`config.mk`:
```
export PLATFORM = sky130hd
export DESIGN_NAME = recorrido_ram
export DESIGN_NICKNAME = d
export VERILOG_FILES = /design/src/rtl/recorrido_ram_pkg.sv /design/src/rtl/recorrido_ram_acumulador_estad.sv /design/src/rtl/recorrido_ram.sv
export SDC_FILE = /design/constraint.sdc
export NUM_CORES = 1
export LEC_CHECK = 0
export BUFFER_PORTS_ARGS = -buffer_cell sky130_fd_sc_hd__buf_2
export CAP_MARGIN = 20
export CORE_AREA = 2 2 93 117
export DETAILED_ROUTE_END_ITERATION = 7
export DIE_AREA = 0 0 95 119
export PLACE_DENSITY = 0.66
export SYNTH_ARGS = -nofsm -noshare
export SYNTH_HDL_FRONTEND = slang
export SYNTH_SLANG_ARGS = --single-unit
```
`constraint.sdc`:
```
create_clock -name clk -period 2.2 [get_ports clk]
set_input_delay 0.44 -clock clk [delete_from_list [all_inputs] [get_ports clk]]
set_output_delay 0.44 -clock clk [all_outputs]
set_load 0.05 [all_outputs]
```
`src/rtl/recorrido_ram_pkg.sv`:
```
// Shared definitions for recorrido_ram and the synchronous RAM it reads.
// Holds the scan FSM encoding and the default RAM geometry.
package recorrido_ram_pkg;

   localparam int AW_RAM = 8;
   localparam int DW_RAM = 8;

   typedef enum logic [1:0] {
      REPOSO = 2'd0,
      LEER   = 2'd1,
      DRENAR = 2'd2,
      FIN    = 2'd3
   } estado_t;

endpackage

```
`src/rtl/recorrido_ram_acumulador_estad.sv`:
```
// Running sum / unsigned max / unsigned min / count over a word stream.
// Reusable by any reader that presents one word per enabled cycle.
module acumulador_estad #(
   parameter int DW = 8,
   parameter int CW = 9
) (
   input  logic            clk,
   input  logic            rst,
   input  logic            clear,
   input  logic            en,
   input  logic [DW-1:0]   dato,
   output logic [2*DW-1:0] suma,
   output logic [DW-1:0]   maximo,
   output logic [DW-1:0]   minimo,
   output logic [CW-1:0]   conteo
);

   // min starts at all-ones so the first word always replaces it
   always_ff @(posedge clk or posedge rst) begin
      if (rst) begin
         suma   <= '0;
         maximo <= '0;
         minimo <= '1;
         conteo <= '0;
      end else if (clear) begin
         suma   <= '0;
         maximo <= '0;
         minimo <= '1;
         conteo <= '0;
      end else if (en) begin
         suma   <= suma + {{DW{1'b0}}, dato};
         conteo <= conteo + CW'(1);
         if (dato > maximo) maximo <= dato;
         if (dato < minimo) minimo <= dato;
      end
   end

endmodule

```
`src/rtl/recorrido_ram.sv`:
```
// Read-only scan engine for ram_sincrona: walks dir_ini..dir_fin (wrapping),
// streams each word with a valid strobe and accumulates sum/max/min/count.
module recorrido_ram
   import recorrido_ram_pkg::*;
#(
   parameter int AW = AW_RAM,
   parameter int DW = DW_RAM
) (
   input  logic            clk,
   input  logic            rst,
   input  logic            inicio,
   input  logic [AW-1:0]   dir_ini,
   input  logic [AW-1:0]   dir_fin,
   output logic [AW-1:0]   direccion,
   output logic            EN,
   output logic [DW-1:0]   dato_e,
   input  logic [DW-1:0]   dato_s,
   output logic [DW-1:0]   dato,
   output logic            dato_v,
   output logic            ocupado,
   output logic            listo,
   output logic [2*DW-1:0] suma,
   output logic [DW-1:0]   maximo,
   output logic [DW-1:0]   minimo,
   output logic [AW:0]     conteo
);

   estado_t       estado;
   estado_t       estado_sig;
   logic [AW-1:0] fin_q;
   logic [AW:0]   restante;
   logic          drenado;
   logic          v1;
   logic          aceptar;

   assign aceptar = (estado == REPOSO) && inicio;

   always_ff @(posedge clk or posedge rst) begin
      if (rst) estado <= REPOSO;
      else     estado <= estado_sig;
   end

   always_comb begin
      estado_sig = estado;
      case (estado)
         REPOSO:  if (inicio) estado_sig = LEER;
         LEER:    if (direccion == fin_q) estado_sig = DRENAR;
         DRENAR:  if (drenado) estado_sig = FIN;
         FIN:     estado_sig = REPOSO;
         default: estado_sig = REPOSO;
      endcase
   end

   // The RAM is never written by this block
   always_comb begin
      ocupado = (estado != REPOSO);
      listo   = (estado == FIN);
      EN      = 1'b0;
      dato_e  = '0;
   end

   // restante holds N = ((fin - ini) mod 2^AW) + 1, hence the extra bit
   always_ff @(posedge clk or posedge rst) begin
      if (rst) begin
         direccion <= '0;
         fin_q     <= '0;
         restante  <= '0;
         drenado   <= 1'b0;
      end else begin
         case (estado)
            REPOSO: begin
               if (inicio) begin
                  fin_q     <= dir_fin;
                  direccion <= dir_ini;
                  restante  <= {1'b0, dir_fin - dir_ini} + (AW+1)'(1);
               end
            end
            LEER: begin
               restante <= restante - (AW+1)'(1);
               drenado  <= 1'b0;
               if (direccion != fin_q) direccion <= direccion + AW'(1);
            end
            DRENAR:  drenado <= 1'b1;
            default: ;
         endcase
      end
   end

   // v1 marks the edge where the RAM registers dato_s; dato_v is stage 2
   always_ff @(posedge clk or posedge rst) begin
      if (rst) begin
         v1     <= 1'b0;
         dato_v <= 1'b0;
         dato   <= '0;
      end else begin
         v1     <= (estado == LEER);
         dato_v <= v1;
         if (v1) dato <= dato_s;
      end
   end

   acumulador_estad #(
      .DW (DW),
      .CW (AW + 1)
   ) u_acumulador (
      .clk    (clk),
      .rst    (rst),
      .clear  (aceptar),
      .en     (v1),
      .dato   (dato_s),
      .suma   (suma),
      .maximo (maximo),
      .minimo (minimo),
      .conteo (conteo)
   );

endmodule
```
==> impl_metrics.json <==
{
  "path_max_fanout": 9,
  "worstReg2RegStart": "u_acumulador.suma[1]$_DFFE_PP0P_",
  "first_pass_iters": 5,
  "core_area_mm2": 0.0104,
  "yosysTopAreaCell": "dfrtp_1",
  "drt-wirelength-per-cell_um": 15.4,
  "fin_tns_setup_ns": 0,
  "synth_top_cell_area_share_pct": 37.1,
  "fin_skew_ns": 0.00736,
  "cp_common_cell": "inv_1",
  "r2r_cells": 7,
  "worst_slack_ns": 0.122,
  "synthTopCellsByCount": "62 x dfrtp_1, 46 x nand2_1, 30 x ha_1, 30 x nor2_1, 28 x a21oi_1",
  "io_pins": 96,
  "cts_buffer_depth": 2,
  "synth_edf_count": 0,
  "hold_ws_ns": 0.171,
  "routed_via_density": 5.34,
  "place_congestion": 0.884,
  "syn2layout_area_growth_pct": 25.6,
  "clock_latency_ns": 0.33,
  "syn_area_mm2": 0.00418,
  "final_max_slew_viol_count": 0,
  "die_x_um": 95,
  "diodes": 0,
  "vias": 3662,
  "fin_util_pct": 50.7,
  "crit_cells": 4,
  "numPortBuffers": 86,
  "grt_max_degree": 71,
  "nNetsFinal": 607,
  "criticalPathCategory": "reg -> out",
  "hold_viol_final": 0,
  "peakVddDrop_uv": 935,
  "grt_pass1_wl_mm": 17.3,
  "p_leak_nw": 2.54,
  "clk_pin_slew_ns": 0.05,
  "synth-seq-cells": 70,
  "ys_seq_area_share_pct": 42.2,
  "tritoncts": "yes",
  "period_share_pct": 94.5,
  "row_count": 42,
  "grt_pass1_vias": 3614,
  "drtIter0Drc": 163,
  "cp-endpoint": "ocupado",
  "required_ns": 1.76,
  "period_minus_slack_ns": 2.08,
  "yosysUniqueCellTypes": 55,
  "power_density_mw_per_mm2": 1670,
  "r2r-end": "u_acumulador.suma[15]$_DFFE_PP0P_",
  "syn_avg_cell_area_um2": 9.45,
  "setup_viol": 0,
  "die_area_mm2": 0.0113,
  "drc_errors": 0,
  "cts_sinks": 70,
  "fin_area_mm2": 0.00525,
  "start_kind": "register",
  "startpoint": "estado[0]$_DFFE_PP0P_",
  "placed_cell_area_mm2": 0.00491,
  "maxCapViolations": 0,
  "dpl.hpwl_mm": 7.54,
  "slowest_stage": "dfrtp_1",
  "synth.area.top_cells": "dfrtp_1 37%, ha_1 9.0%, dfstp_2 5.0%, xor2_1 4.6%, nand2_1 4.1%",
  "antenna_found_initial": 0,
  "die_h_um": 119,
  "syn_inst": 442,
  "track_usage_pct": 19.5,
  "status": "finished, final reports clean",
  "initial_utilization_pct": 40.4,
  "worstPathCellList": "inv_1, ha_1, inv_1, buf_2",
  "cpPeakStageDelay_ns": 0.39,
  "wl_mm": 10.6,
  "worstPathArrival_ns": 1.64,
  "root_buffer": "clkbuf_16",
  "postCtsSetupRepairBufs": 0,
  "worstMarginPinSlew_ns": 0.555,
  "ys.flop_type": "dfrtp_1",
  "synthMostInstantiatedCell": "dfrtp_1",
  "synthArstFlopShare_pct": 100,
  "gr-total-overflow": 0,
  "dp_slack_ns": -0.0416,
  "rsz0062_at_grt": "false",
  "worstSetupEndpointType": "primary output",
  "r2r_slack_ns": 0.13,
  "yosys_warnings": 0,
  "drive_gt1_share_pct": 28.7,
  "cp_num_buf_inv": 3,
  "cp_top_family": "buffers and inverters",
  "cts_made_buffers": 9,
  "hold_path.class": "in -> async",
  "relSlewSlack_pct": 63.0,
  "ant_nets": 0,
  "max_freq_mhz": 481,
  "ctsHtreeMaxLevel": 3
}
==> placed cells by master (no fill, tap or decap), types with 3 or more instances in the layout <==
master     instances
nand4_1           10
and4_1             3
xor2_1            22
o22ai_1            3
dfstp_2            8
and3_1             6
inv_1             22
o211ai_1          11
nor3_1            12
a211oi_1           5
nand2_1           46
clkbuf_16          9
or3_1              3
ha_1              30
buf_2             86
nand3_1           22
o21ai_0           22
buf_4             26
buf_12             3
mux2_1             3
clkinv_4           3
nor2b_1            5
a21o_1             3
xnor2_1            4
mux2i_1            8
nor2_1            30
mux2_2             8
o21ai_1            3
a21oi_1           28
o21bai_1           3
conb_1             9
dfrtp_1           62
==> tightest hold or removal path: stages <==
cell    delay, ns
buf_2        0.10
inv_2        0.06
buf_12       0.31
==> timing repair <==
action	in CTS	in global routing
hold buffers	0	0
endpoints found under the setup margin	0	13
gates resized for setup	0	5
==> flip-flops by register name, indices dropped and copies added (netlist names) <==
signal and count:
u_acumulador.suma 16, u_acumulador.conteo 9, dato 8, direccion 8, fin_q 8, u_acumulador.maximo 8
u_acumulador.minimo 8, estado 2, dato_v 1, drenado 1, v1 1
==> cell families (layout without fill, tap and decap cells) <==
kind of cell | Yosys count | after routing | synth area share, %
AO/OA/AOI/OAI | 95 | 95 | 14.8
XOR/XNOR | 26 | 26 | 5.45
adder cells (fa/ha/maj) | 31 | 31 | 9.46
buffers and inverters | 51 | 155 | 5.72
flip-flops | 70 | 70 | 42.2
multiplexers | 19 | 19 | 4.88
other | 1 | 9 | 0.0897
AND/OR/NAND/NOR | 149 | 149 | 17.4
==> per-stage QoR <==
stage | cells | power (mW)
after floorplan | 450 | 5.93
after global placement | 670 | 7.04
after detailed placement | 670 | 7.15
after CTS | 686 | 8.79
after global routing | 686 | 9.33
final | 686 | 8.74
==> metal layers <==
metal / up-vias / part of all wire, % / global-route usage [%]
li1: 1768 / - / -
met1: 1726 / 42 / 24.3
met2: 145 / 50 / 32.0
met3: 23 / 5.9 / 4.93
met4: 0 / 2.6 / 8.15
met5: - / 0 / 0
==> worst min path at each step <==
stage / to
floorplan: dato_v$_DFF_PP0_
CTS: direccion[6]$_DFFE_PP0P_
detailed placement: fin_q[5]$_DFFE_PP0P_
global placement: fin_q[5]$_DFFE_PP0P_
global route: drenado$_DFFE_PP0P_
finish: drenado$_DFFE_PP0P_
==> final cells by class <==
type	instances	area, µm²
Clock buffer	9	225
Clock inverter	7	98.8
Fill cell	993	5100
Inverter	23	86.3
Multi-Input combinational cell	329	2210
Sequential cell	70	1760
Tap cell	132	165
Timing Repair Buffer	116	697
==> power by group <==
group	switching [mW]	leakage [nW]	internal (mW)
clock	0.572	0.156	0.995
sequential	0.404	0.868	1.85
combinational	3.31	1.52	1.61
total	4.28	2.54	4.46
(Power assumes the default switching activity.)
